$ cat config.mk
export PLATFORM = sky130hd
export DESIGN_NAME = bellek_hakemi
export DESIGN_NICKNAME = d
export VERILOG_FILES = /design/src/rtl/bellek_hakemi.sv
export SDC_FILE = /design/constraint.sdc
export NUM_CORES = 1
export LEC_CHECK = 0
export CAP_MARGIN = 10
export CELL_PAD_IN_SITES_DETAIL_PLACEMENT = 1
export CELL_PAD_IN_SITES_GLOBAL_PLACEMENT = 1
export CORE_MARGIN = 2
export CORE_UTILIZATION = 29
export DETAILED_ROUTE_END_ITERATION = 8
export PLACE_DENSITY_LB_ADDON = 0.1
export SLEW_MARGIN = 20
export SYNTH_ARGS = -nofsm -noshare
export SYNTH_HDL_FRONTEND = slang
export SYNTH_SLANG_ARGS = --single-unit
$ cat constraint.sdc
create_clock -name clk -period 1.7 [get_ports clk]
set_input_delay 0.51 -clock clk [delete_from_list [all_inputs] [get_ports clk]]
set_output_delay 0.51 -clock clk [all_outputs]
set_load 0.03 [all_outputs]
$ cat src/rtl/bellek_hakemi.sv
// bellek_hakemi: round-robin, burst-capped arbiter sharing the anabellek port between m0 and m1.
// Define HAKEM_ISTATISTIK_EN to add per-master 16-bit saturating wait-cycle counters.
module bellek_hakemi #(
    parameter int                   ADRES_BIT     = 32,
    parameter int                   VERI_BIT      = 32,
    parameter int                   AZAMI_ARDISIK = 4,
    parameter logic [ADRES_BIT-1:0] BELLEK_ADRES  = 32'h8000_0000
) (
    input  logic                 clk,
    input  logic                 rst,
    input  logic                 m0_istek,
    input  logic [ADRES_BIT-1:0] m0_adres,
    input  logic                 m0_yaz,
    input  logic [VERI_BIT-1:0]  m0_yaz_veri,
    output logic                 m0_hazir,
    output logic [VERI_BIT-1:0]  m0_oku_veri,
    output logic                 m0_oku_gecerli,
    input  logic                 m1_istek,
    input  logic [ADRES_BIT-1:0] m1_adres,
    input  logic                 m1_yaz,
    input  logic [VERI_BIT-1:0]  m1_yaz_veri,
    output logic                 m1_hazir,
    output logic [VERI_BIT-1:0]  m1_oku_veri,
    output logic                 m1_oku_gecerli,
    output logic [ADRES_BIT-1:0] bellek_adres,
    output logic                 bellek_yaz,
    output logic [VERI_BIT-1:0]  bellek_yaz_veri,
`ifdef HAKEM_ISTATISTIK_EN
    output logic [15:0]          m0_bekleme_sayisi,
    output logic [15:0]          m1_bekleme_sayisi,
`endif
    input  logic [VERI_BIT-1:0]  bellek_oku_veri
);
    localparam int AW = $clog2(AZAMI_ARDISIK + 1);
    localparam logic [AW-1:0] AZAMI = AW'(AZAMI_ARDISIK);
    localparam logic [1:0] BOSTA    = 2'd0;
    localparam logic [1:0] M0_SAHIP = 2'd1;
    localparam logic [1:0] M1_SAHIP = 2'd2;

    logic [1:0]    durum;
    logic [1:0]    yeni_sahip;
    logic [AW-1:0] ardisik;
    logic          m0_oncelik;
    logic          g0;
    logic          g1;
    logic          oku_v;
    logic          oku_kim;

    // On contention m0 wins from idle, while it owns an unexhausted burst, or once m1 exhausted its burst
    assign m0_oncelik = (durum == BOSTA) || (durum == M0_SAHIP ? ardisik < AZAMI : ardisik >= AZAMI);
    assign g0         = rst && m0_istek && (!m1_istek || m0_oncelik);
    assign g1         = rst && m1_istek && !g0;
    assign m0_hazir   = g0;
    assign m1_hazir   = g1;
    assign yeni_sahip = g0 ? M0_SAHIP : M1_SAHIP;

    always_ff @(posedge clk or negedge rst) begin
        if (!rst) begin
            durum   <= BOSTA;
            ardisik <= '0;
        end else if (g0 || g1) begin
            durum   <= yeni_sahip;
            ardisik <= durum != yeni_sahip ? AW'(1) : ardisik == AZAMI ? AZAMI : ardisik + 1'b1;
        end else begin
            durum   <= BOSTA;
            ardisik <= '0;
        end
    end

    always_ff @(posedge clk or negedge rst) begin
        if (!rst) begin
            bellek_adres    <= BELLEK_ADRES;
            bellek_yaz_veri <= '0;
            bellek_yaz      <= 1'b0;
            oku_v           <= 1'b0;
            oku_kim         <= 1'b0;
        end else begin
            bellek_yaz <= (g0 && m0_yaz) || (g1 && m1_yaz);
            oku_v      <= (g0 && !m0_yaz) || (g1 && !m1_yaz);
            oku_kim    <= g1;
            if (g0 || g1) begin
                bellek_adres    <= g0 ? m0_adres : m1_adres;
                bellek_yaz_veri <= g0 ? m0_yaz_veri : m1_yaz_veri;
            end
        end
    end

    // Read data is captured one cycle after the address goes out and steered by the issuing tag
    always_ff @(posedge clk or negedge rst) begin
        if (!rst) begin
            m0_oku_veri    <= '0;
            m1_oku_veri    <= '0;
            m0_oku_gecerli <= 1'b0;
            m1_oku_gecerli <= 1'b0;
        end else begin
            m0_oku_gecerli <= oku_v && !oku_kim;
            m1_oku_gecerli <= oku_v && oku_kim;
            if (oku_v && !oku_kim) m0_oku_veri <= bellek_oku_veri;
            if (oku_v && oku_kim) m1_oku_veri <= bellek_oku_veri;
        end
    end

`ifdef HAKEM_ISTATISTIK_EN
    always_ff @(posedge clk or negedge rst) begin
        if (!rst) begin
            m0_bekleme_sayisi <= '0;
            m1_bekleme_sayisi <= '0;
        end else begin
            if (m0_istek && !g0 && m0_bekleme_sayisi != 16'hFFFF) m0_bekleme_sayisi <= m0_bekleme_sayisi + 1'b1;
            if (m1_istek && !g1 && m1_bekleme_sayisi != 16'hFFFF) m1_bekleme_sayisi <= m1_bekleme_sayisi + 1'b1;
        end
    end
`endif
endmodule

==> impl_results.md, run 1 <==
- Fraction of layout cells with a size suffix above 1: 21.2%
- WL final: 20,600 um
- Post-synth top area share: 59.2%
- Drc violations: 0
- Core Area: 19,500 sq um
- Die Ht: between 100 and 150 um
- FMAX: 0.521 GHz
- Number of synthesized flops with an enable pin: 0
- Post-synthesis cell type count: 32
- Ys async rst share: 100%
- Flop-to-flop setup slack: 0.13 ns
- CP max-delay cell: dfrtp_2
- Vias per inst: 4.66
- CTS root buffer: clkbuf_16
- Post-synth top area cell: dfrtp_1
- Initial antenna violation count: 1
- Row cnt: 51
- Syn_nets: around 700
- DRT antenna net count: 0
- Max incr delay on CP: 0.45 ns
- Cell area after layout: 9650 sq um
- Worst-skew pair later-pin latency: approximately 0.42 ns
- Post-Synthesis Cells: 534
- CP Buf/Inv Count: 2
- Seq cells post-synth: 137
- Reg2reg end: bellek_yaz_veri[25]$_DFFE_PN0P_
- Power Dens Cells: ~1200 nW/um^2
- Port Buffers: 298
- DP Area: 9210 sq um
- First-pass GRT wire length: slightly above 30,000 um
- Die ar.: around 21,000 sq um
- Initial Utilization: between 20% and 30%
- Element type at the critical path end: primary output
- Vias in the first global route: about 5.7k
- Largest family of logic cells by synthesized area: simple AND/OR/NAND/NOR gates
- LEAKAGE: about 0.0043 uW
- Max Transition Viols Final: 0
- Worst Reg-to-Reg Cells: 6
- First-pass detailed-route iteration total: 4
- Commonest cells in the netlist: dfrtp_1 (136), nand2_1 (134), nor2_1 (65)
- Synth warn: 0
- Worst-Margin Slew: 0.701 ns
- Worst EP required: 1.19 ns
- Max VDD drop: 0.647 mV
- Worst-path clk slew: 0.06 ns
- Relative slew margins: 53.3%
- Top-count cell post-synth: dfrtp_1
- Simple logic cell fraction of the synthesized area: 15.3%
- Clock buffer count from CTS: 17
- Prevailing post-synth register cell: dfrtp_1
- CTS tree: built
- Worst hold path type: in -> async
- CP Max Fanout: 5
- Setup Viol. Count Final: 2
- Unrepaired setup endpoints after global routing: true
- Routed WL per cell: 18.4 um
- Synth area leaders: dfrtp_1 (59%), nand2_1 (8.7%), a31oi_1 (7.0%)
- Fillers: 2,116
- Setup WS pre-CTS: -0.536 ns
- Top delay family on crit path: flip-flops
- Drt first-iter violations: between 150 and 200
- Netlist Area Pre-Place: between 5000 and 6000 sq um
- Largest net degree at the start of global routing: 114
- Kind of critical path: reg -> out
- N_diodes: 0
- Synth Area in XOR/XNOR: 0%
- Routed via count: 5,202
- Finished Layout Cells: 1,117
- Max cap viols: 0
- Outcome: finished with violations
- IO Count: approximately 300
- Cts hold-fix bufs: 0
- Die X: 145 um
- # clock sinks: 137
- WHS: 0.143 ns
- CP Cell Sequence: nand3b_4 -> nand3_4 -> inv_4 -> nor2_4 -> buf_6
- Compound-Gate Fraction of Synth Area: 7.94%
- Final WS setup: -0.221 ns
- CTS Buffer Depth: 2
- Hold Vio Cnt, Final: 0
- Worst EP arrival: 1.41 ns
- Min Tclk post-route: about 1.9 ns
- Seq/Total Area, Yosys: 59.6%
- R2R Path Start: ardisik[2]$_DFF_PN0_
- DP Cell Count: 1,082
- Total power: 11,800 uW
- Hpwl dp: 15,000 um
- GR Overflow Total: 0
- GRT Overall Usage: 19.4%
- Adder-cell share of the synthesized area: 0.435%
- H-tree Lvls: 4
- Tcrit/Tclk final: 113%
- Avg Cell Area, Syn: 10.8 sq um
- Worst Clk Skew: 0.0140 ns
- Post-synthesis mux area share: between 10% and 20%
- CP Launch Type: flop
- Layout area overhead: 67.7%
- Failing checks: negative setup slack
- Nets: 1,007
- Placer congestion estimate: 0.767
sequential cells by signal, indices dropped and copies added (netlist names):
register / flops
ardisik: 3
bellek_adres: 32
bellek_yaz: 1
bellek_yaz_veri: 32
durum: 2
m0_oku_gecerli: 1
m0_oku_veri: 32
m1_oku_gecerli: 1
m1_oku_veri: 32
oku_v: 1
repair_timing:
action,4_1_cts,5_1_grt
endpoints found under the setup margin,170,114
gates cloned,0,1
gates resized for setup,222,96
pin swaps,1,0
buffers inserted,2,2
cell type report:
type	instances	area, sq um	share of cell area (%)
inverters	8	32.5	0.337
clock inverters	14	188	1.95
well taps	265	332	3.44
repair buffers	323	3140	32.6
flip-flops and latches	137	3430	35.6
multi-input cells	352	2090	21.7
clock buffers	18	429	4.45
placed cells by master (no fill, tap or decap), types with 3 or more instances in the layout:
cell | synthesis | layout
bufinv_16 | 0 | 3
clkdlybuf4s15_2 | 0 | 18
mux2_1 | 29 | 29
clkbuf_2 | 0 | 50
nand3_1 | 3 | 3
inv_1 | 6 | 6
dfrtp_1 | 136 | 135
clkdlybuf4s50_1 | 0 | 162
clkdlybuf4s15_1 | 0 | 50
buf_12 | 0 | 16
dlygate4sd2_1 | 0 | 8
inv_6 | 0 | 4
clkinvlp_4 | 0 | 3
nand2_1 | 134 | 134
a31oi_1 | 64 | 64
mux2_2 | 35 | 35
buf_6 | 2 | 4
clkbuf_16 | 0 | 18
buf_4 | 8 | 14
nor2_1 | 65 | 64
where the power goes:
part           internal, uW  switching [uW]  total (uW)  leakage, uW
registers              3900             353        4250      0.00160
clock network          2350            1550        3900     0.000292
logic                  1510            2200        3700      0.00241
total                  7750            4090       11800      0.00430
per-stage QoR:
stage | TNS (ns) | utilization [%]
3_5_place_dp | -31.07 | 47.3
4_1_cts | -0.395 | 50.4
6_report | -0.343 | 49.6
5_1_grt | -0.493 | 49.6
3_3_place_gp | -27.09 | 47.3
2_1_floorplan | 0 | -
logic make-up after synthesis:
group | after synthesis
and+or+nand+nor | 214
DFF | 137
AOI/OAI and AO/OA | 72
muxes | 64
buffers and inverters | 45
adders and majority gates | 2
worst max path at each step:
stage / from / endpoint / slack [ns] / cells past startpoint
floorplan: m1_istek / m1_hazir / 0.01 / 5
global placement: m1_istek / m1_hazir / -0.48 / 6
detailed placement: m1_istek / bellek_adres[9]$_DFFE_PN0P_ / -0.54 / 7
CTS: ardisik[2]$_DFF_PN0_ / m1_hazir / -0.25 / 5
global route: durum[1]$_DFF_PN0_ / m1_hazir / -0.30 / 5
finish: ardisik[2]$_DFF_PN0_ / m1_hazir / -0.22 / 5
metal layers:
metal  GRT usage, %  part of all wire, %  up-vias
met4           6.54                  1.8        2
met1           20.8                   38     2546
met3           8.88                   11       24
met5              0                0.063        -
met2           33.7                   49      216
li1               -                    -     2414
(Power assumes the default switching activity.)
==> inputs of run 2 (changes only) <==
--- a/config.mk
+++ b/config.mk
@@ -10,6 +10,7 @@
 export CELL_PAD_IN_SITES_GLOBAL_PLACEMENT = 1
 export CORE_MARGIN = 2
 export CORE_UTILIZATION = 29
+export CTS_BUF_LIST = sky130_fd_sc_hd__clkbuf_16
 export DETAILED_ROUTE_END_ITERATION = 8
 export PLACE_DENSITY_LB_ADDON = 0.1
 export SLEW_MARGIN = 20
==> run 2 against run 1 <==
  * The flow still finishes with violations (negative setup slack)
  * Die area unchanged
  * Flip-flop and latch count is the same
  * Cell count unchanged
  * Total power about the same
  * Count of clock-buffer cells in the layout is 1 lower
  * Wire length barely moved
  * First-iteration DRC count unchanged
==> impl_results.md, run 2 (same netlist as run 1, synthesis figures left out) <==
- Most common cell after layout, fill and taps aside: clkdlybuf4s50_1
- Element type at the critical path end: primary output
- Clock power frac: 32.9%
- CTS root buffer: clkbuf_16
- Vias per inst: about 4.7
- CP max-delay cell: dfrtp_2
- Die ar.: between 20,000 and 25,000 sq um
- Vias in the first global route: 5,725
- Tcrit/Tclk final: 113%
- Initial Utilization: 29.6%
- Worst EP arrival: 1.41 ns
- Worst-path clk slew: 0.06 ns
- Commonest non-fill, non-tap cells in the layout: clkdlybuf4s50_1 (162), dfrtp_1 (135), nand2_1 (134), nor2_1 (64), a31oi_1 (64)
- Initial antenna violation count: 1
- Worst EP required: 1.19 ns
- Die X: between 100 and 150 um
- WL final: 20,600 um
- Seq pwr share: a little over a third
- Relative slew margins: a little over half
- Max cap viols: 0
- Fillers: 2,116
- Nets: 1,007
- Flop-to-flop setup slack: approximately 0.13 ns
- N_diodes: 0
- Port Buffers: 298
- Max VDD drop: 0.646 mV
- CP Launch Type: flop
- Routed via count: 5,199
- Failing checks: negative setup slack
- GR Overflow Total: 0
- Row cnt: 51
- Setup Viol. Count Final: 2
- Clock buffer count from CTS: 17
- First-pass GRT wire length: 30,600 um
- DRT antenna net count: 0
- Worst Clk Skew: about 0.014 ns
- Final WS setup: -0.221 ns
- LEAKAGE: approximately 0.0043 uW
- Drc violations: 0
- Worst hold path type: in -> async
- Drt first-iter violations: 169
- GRT Overall Usage: 19.4%
- Max incr delay on CP: between 0.4 and 0.5 ns
- Max Transition Viols Final: 0
- Hpwl dp: 15,000 um
- IO Count: 299
- WHS: 0.143 ns
- CP Cell Sequence: nand3b_4 -> nand3_4 -> inv_4 -> nor2_4 -> buf_6
- R2R Path Start: ardisik[2]$_DFF_PN0_
- Hold Vio Cnt, Final: 0
- CTS Buffer Depth: 2
- Fin Setup TNS: -0.343 ns
- Core Area: 19,500 sq um
- Top delay family on crit path: flip-flops
- # clock sinks: 137
- P_sw: 4090 uW
- Unrepaired setup endpoints after global routing: true
- Die Ht: about 140 um
- CP Max Fanout: 5
- First-pass detailed-route iteration total: 4
- Fraction of layout cells with a size suffix above 1: 21.2%
- H-tree Lvls: 4
- Layout area overhead: 67.7%
- Switching portion of total power: 34.6%
- Combinational share of power: 31.3%
- Final Util: between 40% and 50%
- Int Pwr: slightly below 8000 uW
- Outcome: finished with violations
- Power Dens Cells: approximately 1200 nW/um^2
- FMAX: 0.521 GHz
- Largest net degree at the start of global routing: 114
- CTS tree: built
- Worst Reg-to-Reg Cells: 6
- CP Buf/Inv Count: 2
- Reg2reg end: bellek_yaz_veri[25]$_DFFE_PN0P_
- Kind of critical path: reg -> out
- Placer congestion estimate: 0.767
- Worst-skew pair later-pin latency: between 0.4 and 0.5 ns
- Min Tclk post-route: around 1.9 ns
- Worst-Margin Slew: roughly 0.7 ns
- Routed WL per cell: 18.4 um
-- run 2: cell count changes in the layout (fill, tap and decap cells not counted) --
| cell | delta |
|---|---|
| clkbuf_1 | -1 |
| inv_1 | +1 |
-- run 2: worst max-delay path by stage --
stage,start,to,slack [ns],depth (start not counted)
detailed placement,m1_istek,bellek_adres[9]$_DFFE_PN0P_,-0.54,7
CTS,ardisik[2]$_DFF_PN0_,m1_hazir,-0.25,5
global route,durum[1]$_DFF_PN0_,m1_hazir,-0.30,5
global placement,m1_istek,m1_hazir,-0.48,6
finish,ardisik[2]$_DFF_PN0_,m1_hazir,-0.22,5
floorplan,m1_istek,m1_hazir,0.01,5
-- run 2: cell type report --
class / count / area, sq um / area share [%]
well taps: 265 / 332 / 3.44
flip-flops and latches: 137 / 3430 / 35.6
inverters: 8 / 32.5 / 0.337
clock inverters: 15 / 191 / 1.98
repair buffers: 323 / 3140 / 32.6
clock buffers: 17 / 425 / 4.41
multi-input cells: 352 / 2090 / 21.7
-- run 2: power by group through the flow --
stage / logic (uW) / clock network [uW] / registers [uW]
global placement: 4070 / 0 / 4260
global route: 3940 / 4150 / 4340
floorplan: 732 / 0 / 5530
finish: 3700 / 3890 / 4250
detailed placement: 4130 / 0 / 4310
CTS: 3810 / 4000 / 4250
-- run 2: stage by stage --
step | instances | total power [uW] | worst slack (ns) | area (sq um)
after global placement | 1082 | 8330 | -0.479 | 9210
final | 1117 | 11800 | -0.221 | 9650
after CTS | 1116 | 12100 | -0.251 | 9810
after detailed placement | 1082 | 8450 | -0.536 | 9210
after global routing | 1117 | 12400 | -0.299 | 9650
after floorplan | 534 | 6260 | 0.00986 | 5760
-- run 2: layer usage --
layer / vias up / wire length (um) / track usage, %
li1: 2414 / - / -
met1: 2543 / 7830 / 20.8
met2: 216 / 10200 / 33.7
met3: 24 / 2200 / 8.88
met4: 2 / 374 / 6.54
met5: - / 13 / 0
-- run 2: repair_timing --
| item | 4_1_cts | 5_1_grt |
|---|---|---|
| hold buffers | 0 | 0 |
| setup buffers | 2 | 2 |
| setup endpoints to repair | 170 | 114 |
| gates cloned | 0 | 1 |
| gates resized for setup | 222 | 96 |
| pin swaps | 1 | 0 |
==> patch 1: new RTL, settings of run 1 <==
The parameter `VERI_BIT` goes from 32 to 64.
--- a/src/rtl/bellek_hakemi.sv
+++ b/src/rtl/bellek_hakemi.sv
@@ -3,5 +3,5 @@
 module bellek_hakemi #(
     parameter int                   ADRES_BIT     = 32,
-    parameter int                   VERI_BIT      = 32,
+    parameter int                   VERI_BIT      = 64,
     parameter int                   AZAMI_ARDISIK = 4,
     parameter logic [ADRES_BIT-1:0] BELLEK_ADRES  = 32'h8000_0000
Ports: changed (6 resized); port bits go from 299 to 491. The function was not compared with the original's and may differ.
==> patch 1 against run 1 <==
- the run still ends with negative setup slack left
- setup slack got worse by 0.14 ns
- routed wire length rose by 74%
- sequential cell count rose by 96
- combinational power rose by 76%
- synthesized area rose by 66%
- cell area rose by 59%
- register-to-register slack got worse by 0.06 ns
- power rose by 63%
==> patch 1: results (changes against run 1) <==
route:
  via_per_inst: 4.65  # about the same
  vias: 8414  # +62%
  wl_met1_um: 13700  # +76%
  drt-wirelength-per-cell_um: 19.9  # +7.8%
  wl_met2_um: 18000  # +77%
  drt-initial-drc-count: 239  # +41%
sta:
  slew_headroom_pct: 56.3  # +3.0 points
  fin_setup_tns_ns: -0.638  # -0.294 ns
  fin_skew_ns: 0.0110  # -0.00301 ns
  setup_violations: 2  # unchanged
  finalWorstSetupSlack_ns: -0.362  # -0.141 ns
clocking:
  cts_setup_buffers: 4  # +2
  cts_resized: 967  # +340%
  htree_num_levels: 1  # -3
grt:
  antenna_found_initial: 4  # +3
  grt_pass1_wl_um: 52800  # +72%
  grt_max_degree: 83  # -27%
  met2_usage_pct: 35.8  # +2.1 points
  grt_usage_pct: 20.0  # +0.66 points
setup_path:
  critPathMaxFanout: 3  # -2
  cp.arrival_ns: 1.55  # +0.14 ns
  slowest_stage: "dfrtp_1"
  path_delay_family: "simple AND/OR/NAND/NOR gates"
  slowest_delay_ns: 0.41  # -0.04 ns
  reg2reg_to: "oku_v"
finish:
  drive_above_1_share_pct: 32.9  # +12 points
  fin_nets: 1613  # +60%
power:
  leakage_nw: 6.96  # +62%
  p_sw_share_pct: 35.1  # +0.56 points
  ir_drop_uv: 632  # -2.4%
yosys:
  synthAdderAreaFrac_pct: 0.263  # -0.17 points
  synthCells: 843  # +58%
  synth_nets: 1107  # +58%
  synth.area.mux_share_pct: 15.1  # +2.6 points
  yosysUniqueCellTypes: 29  # -9.4%
  synth-seq-area-share_pct: 61.2  # +1.6 points
place:
  port-buffer-count: 490  # +64%
  place_inst: 1752  # +62%
  place_ws_ns: -0.419  # +0.118 ns
  postPlaceCellArea_um2: 15300  # +66%
  post-dp-hpwl_um: 26700  # +78%
outcome:
  violations: "negative setup slack"
  status: "finished, violations left"
-- patch 1: cell count changes in the layout (fill, tap and decap cells not counted), moves of 12 or more --
cell             change
buf_12              +19
clkdlybuf4s50_1     +97
mux2_1              -29
a31oi_1             +32
clkdlybuf4s15_1     -50
mux2_2              +93
dfrtp_1             +97
clkbuf_2            -50
nor2_1              +32
clkdlybuf4s15_2     -18
clkbuf_16           +12
nand2_1             +63
buf_2              +196
buf_4               +21
-- patch 1: power by group through the flow --
stage	Clock (mW)	Sequential (mW)	Combinational, mW
3_3_place_gp	0	7.37	7.46
2_1_floorplan	0	9.64	1.32
6_report	5.55	7.28	6.52
5_1_grt	6.00	7.43	6.91
3_5_place_dp	0	7.42	7.53
4_1_cts	5.74	7.30	6.62
-- patch 1: area by class of cell --
class	count	area, um2
antenna	1	2.50
timing repair buffer	535	4700
clock buffer	42	792
tap	442	553
sequential	233	5830
fill	3571	17100
clock inverter	3	40.0
inverter	8	32.5
multi-input combinational	544	3360
==> patch 2: new RTL, flow settings as in run 1 <==
Made on the original files. Register the outputs `m0_hazir` and `m1_hazir`; this adds one clock of latency there. The other outputs are not delayed to match.
--- a/src/rtl/bellek_hakemi.sv
+++ b/src/rtl/bellek_hakemi.sv
@@ -51,6 +51,8 @@
     assign g0         = rst && m0_istek && (!m1_istek || m0_oncelik);
     assign g1         = rst && m1_istek && !g0;
-    assign m0_hazir   = g0;
-    assign m1_hazir   = g1;
+    always_ff @(posedge clk) begin
+        m0_hazir <= g0;
+        m1_hazir <= g1;
+    end
     assign yeni_sahip = g0 ? M0_SAHIP : M1_SAHIP;
 
Check against the original RTL: not equivalent (a bounded check fails within 4 cycles, from zero or initial values and one cycle with rst low).
==> patch 2 against run 1 <==
- synthesized area grew 0.70%
- cell area shrank 1.3%
- sequential cell count grew 2
- setup slack gained 0.25 ns
- via count shrank 0.62%
- fmax grew 15%
- power shrank 1.3%
- combinational power shrank 2%
- count of clock-buffer cells in the layout is the same
- routed wire length shrank 2.8%
==> patch 2: results (changes against run 1) <==
setup_path:
  path_delay_family: "buffers and inverters"
  worst_r2r_path_depth: 5  # -1
  r2r_slack_ns: 0.29  # +0.16 ns
  slowest_stage: "clkdlybuf4s15_1"
  slowest_delay_ns: 0.39  # -0.06 ns
  r2r_start: "durum[1]"
  reg2reg_to: "oku_v"
grt:
  gr-usage-met3_pct: 7.64  # -1.2 points
  met2_usage_pct: 32.1  # -1.6 points
  first_global_vias: 5706  # -0.33%
  grt_use_met1_pct: 22.3  # +1.5 points
  grt_usage_pct: 19.1  # -0.30 points
  grt_pass1_wl_um: 31600  # +3.2%
yosys:
  synth_top_area_share_pct: 58.8  # -0.41 points
  yosysUniqueCellTypes: 33  # +3.1%
  synth_nets: 704  # +0.28%
  synth-seq-area-share_pct: 59.9  # +0.28 points
  synth.top_cells.by_area: "dfrtp_1 (59%), nand2_1 (8.7%), a31oi_1 (6.9%), mux2_2 (6.8%), mux2_1 (5.6%)"
  async_reset_ff_share_pct: 98.6  # -1.4 points
power:
  leakage_nw: 4.25  # -1.2%
  ir_drop_uv: 629  # -2.8%
place:
  place_congestion: 0.784  # +2.2%
  place_ws_ns: -0.400  # +0.136 ns
  post-dp-hpwl_um: 14900  # -0.37%
  postPlaceCellArea_um2: 9180  # -0.38%
route:
  met3_length_um: 1750  # -20%
  wl_met1_um: 8250  # +5.4%
  wl_met2_um: 9610  # -5.5%
sta:
  whs_ns: 0.0932  # -0.0494 ns
  fin_skew_ns: 0.00848  # -0.00553 ns
  post-route-min-period_ns: 1.67  # -0.253 ns
outcome:
  status: "finished, final reports clean"
finish:
  drive_above_1_share_pct: 20.9  # -0.35 points
-- patch 2: per-stage QoR --
stage	instances	total power, mW
2_1_floorplan	536	6.31
3_3_place_gp	1080	8.34
3_5_place_dp	1080	8.45
4_1_cts	1112	12.0
5_1_grt	1113	12.3
6_report	1113	11.7
-- patch 2: cell families after synthesis --
group | count (synthesis) | synth area share [%]
AO/OA/AOI/OAI | 72 | 7.88
flip-flops | 139 | 59.9
adder cells (fa/ha/maj) | 2 | 0.432
buffers and inverters | 45 | 4.13
AND/OR/NAND/NOR | 214 | 15.2
multiplexers | 64 | 12.4
-- patch 2: what timing repair did --
item | in CTS | in global routing
hold buffers | 0 | 0
endpoints found under the setup margin | 128 | 94
gates resized for setup | 239 | 91
setup buffers | 0 | 0
-- patch 2: power groups by stage --
stage | logic, mW | registers [mW] | clock network [mW]
4_1_cts | 3.77 | 4.30 | 3.89
3_3_place_gp | 4.02 | 4.32 | 0
5_1_grt | 3.84 | 4.38 | 4.03
3_5_place_dp | 4.09 | 4.36 | 0
6_report | 3.63 | 4.30 | 3.76
2_1_floorplan | 0.725 | 5.59 | 0
-- patch 2: cell type report --
class                      instances  area [um2]
clock buffer                      18         439
multi-input combinational        352        2090
fill                            2178       10000
antenna                            1        2.50
inverter                           8        30.0
clock inverter                    14         163
sequential                       139        3470
timing repair buffer             316        3000
tap                              265         332
-- patch 2: worst max-delay path by stage --
stage                                    from                   to
after floorplan                      m1_istek      bellek_adres[0]
after global placement               m1_istek  bellek_yaz_veri[22]
after detailed placement             m1_istek     bellek_adres[12]
after CTS                     m0_oku_veri[24]      m0_oku_veri[24]
after global routing       bellek_yaz_veri[6]   bellek_yaz_veri[6]
final                     bellek_yaz_veri[27]  bellek_yaz_veri[27]
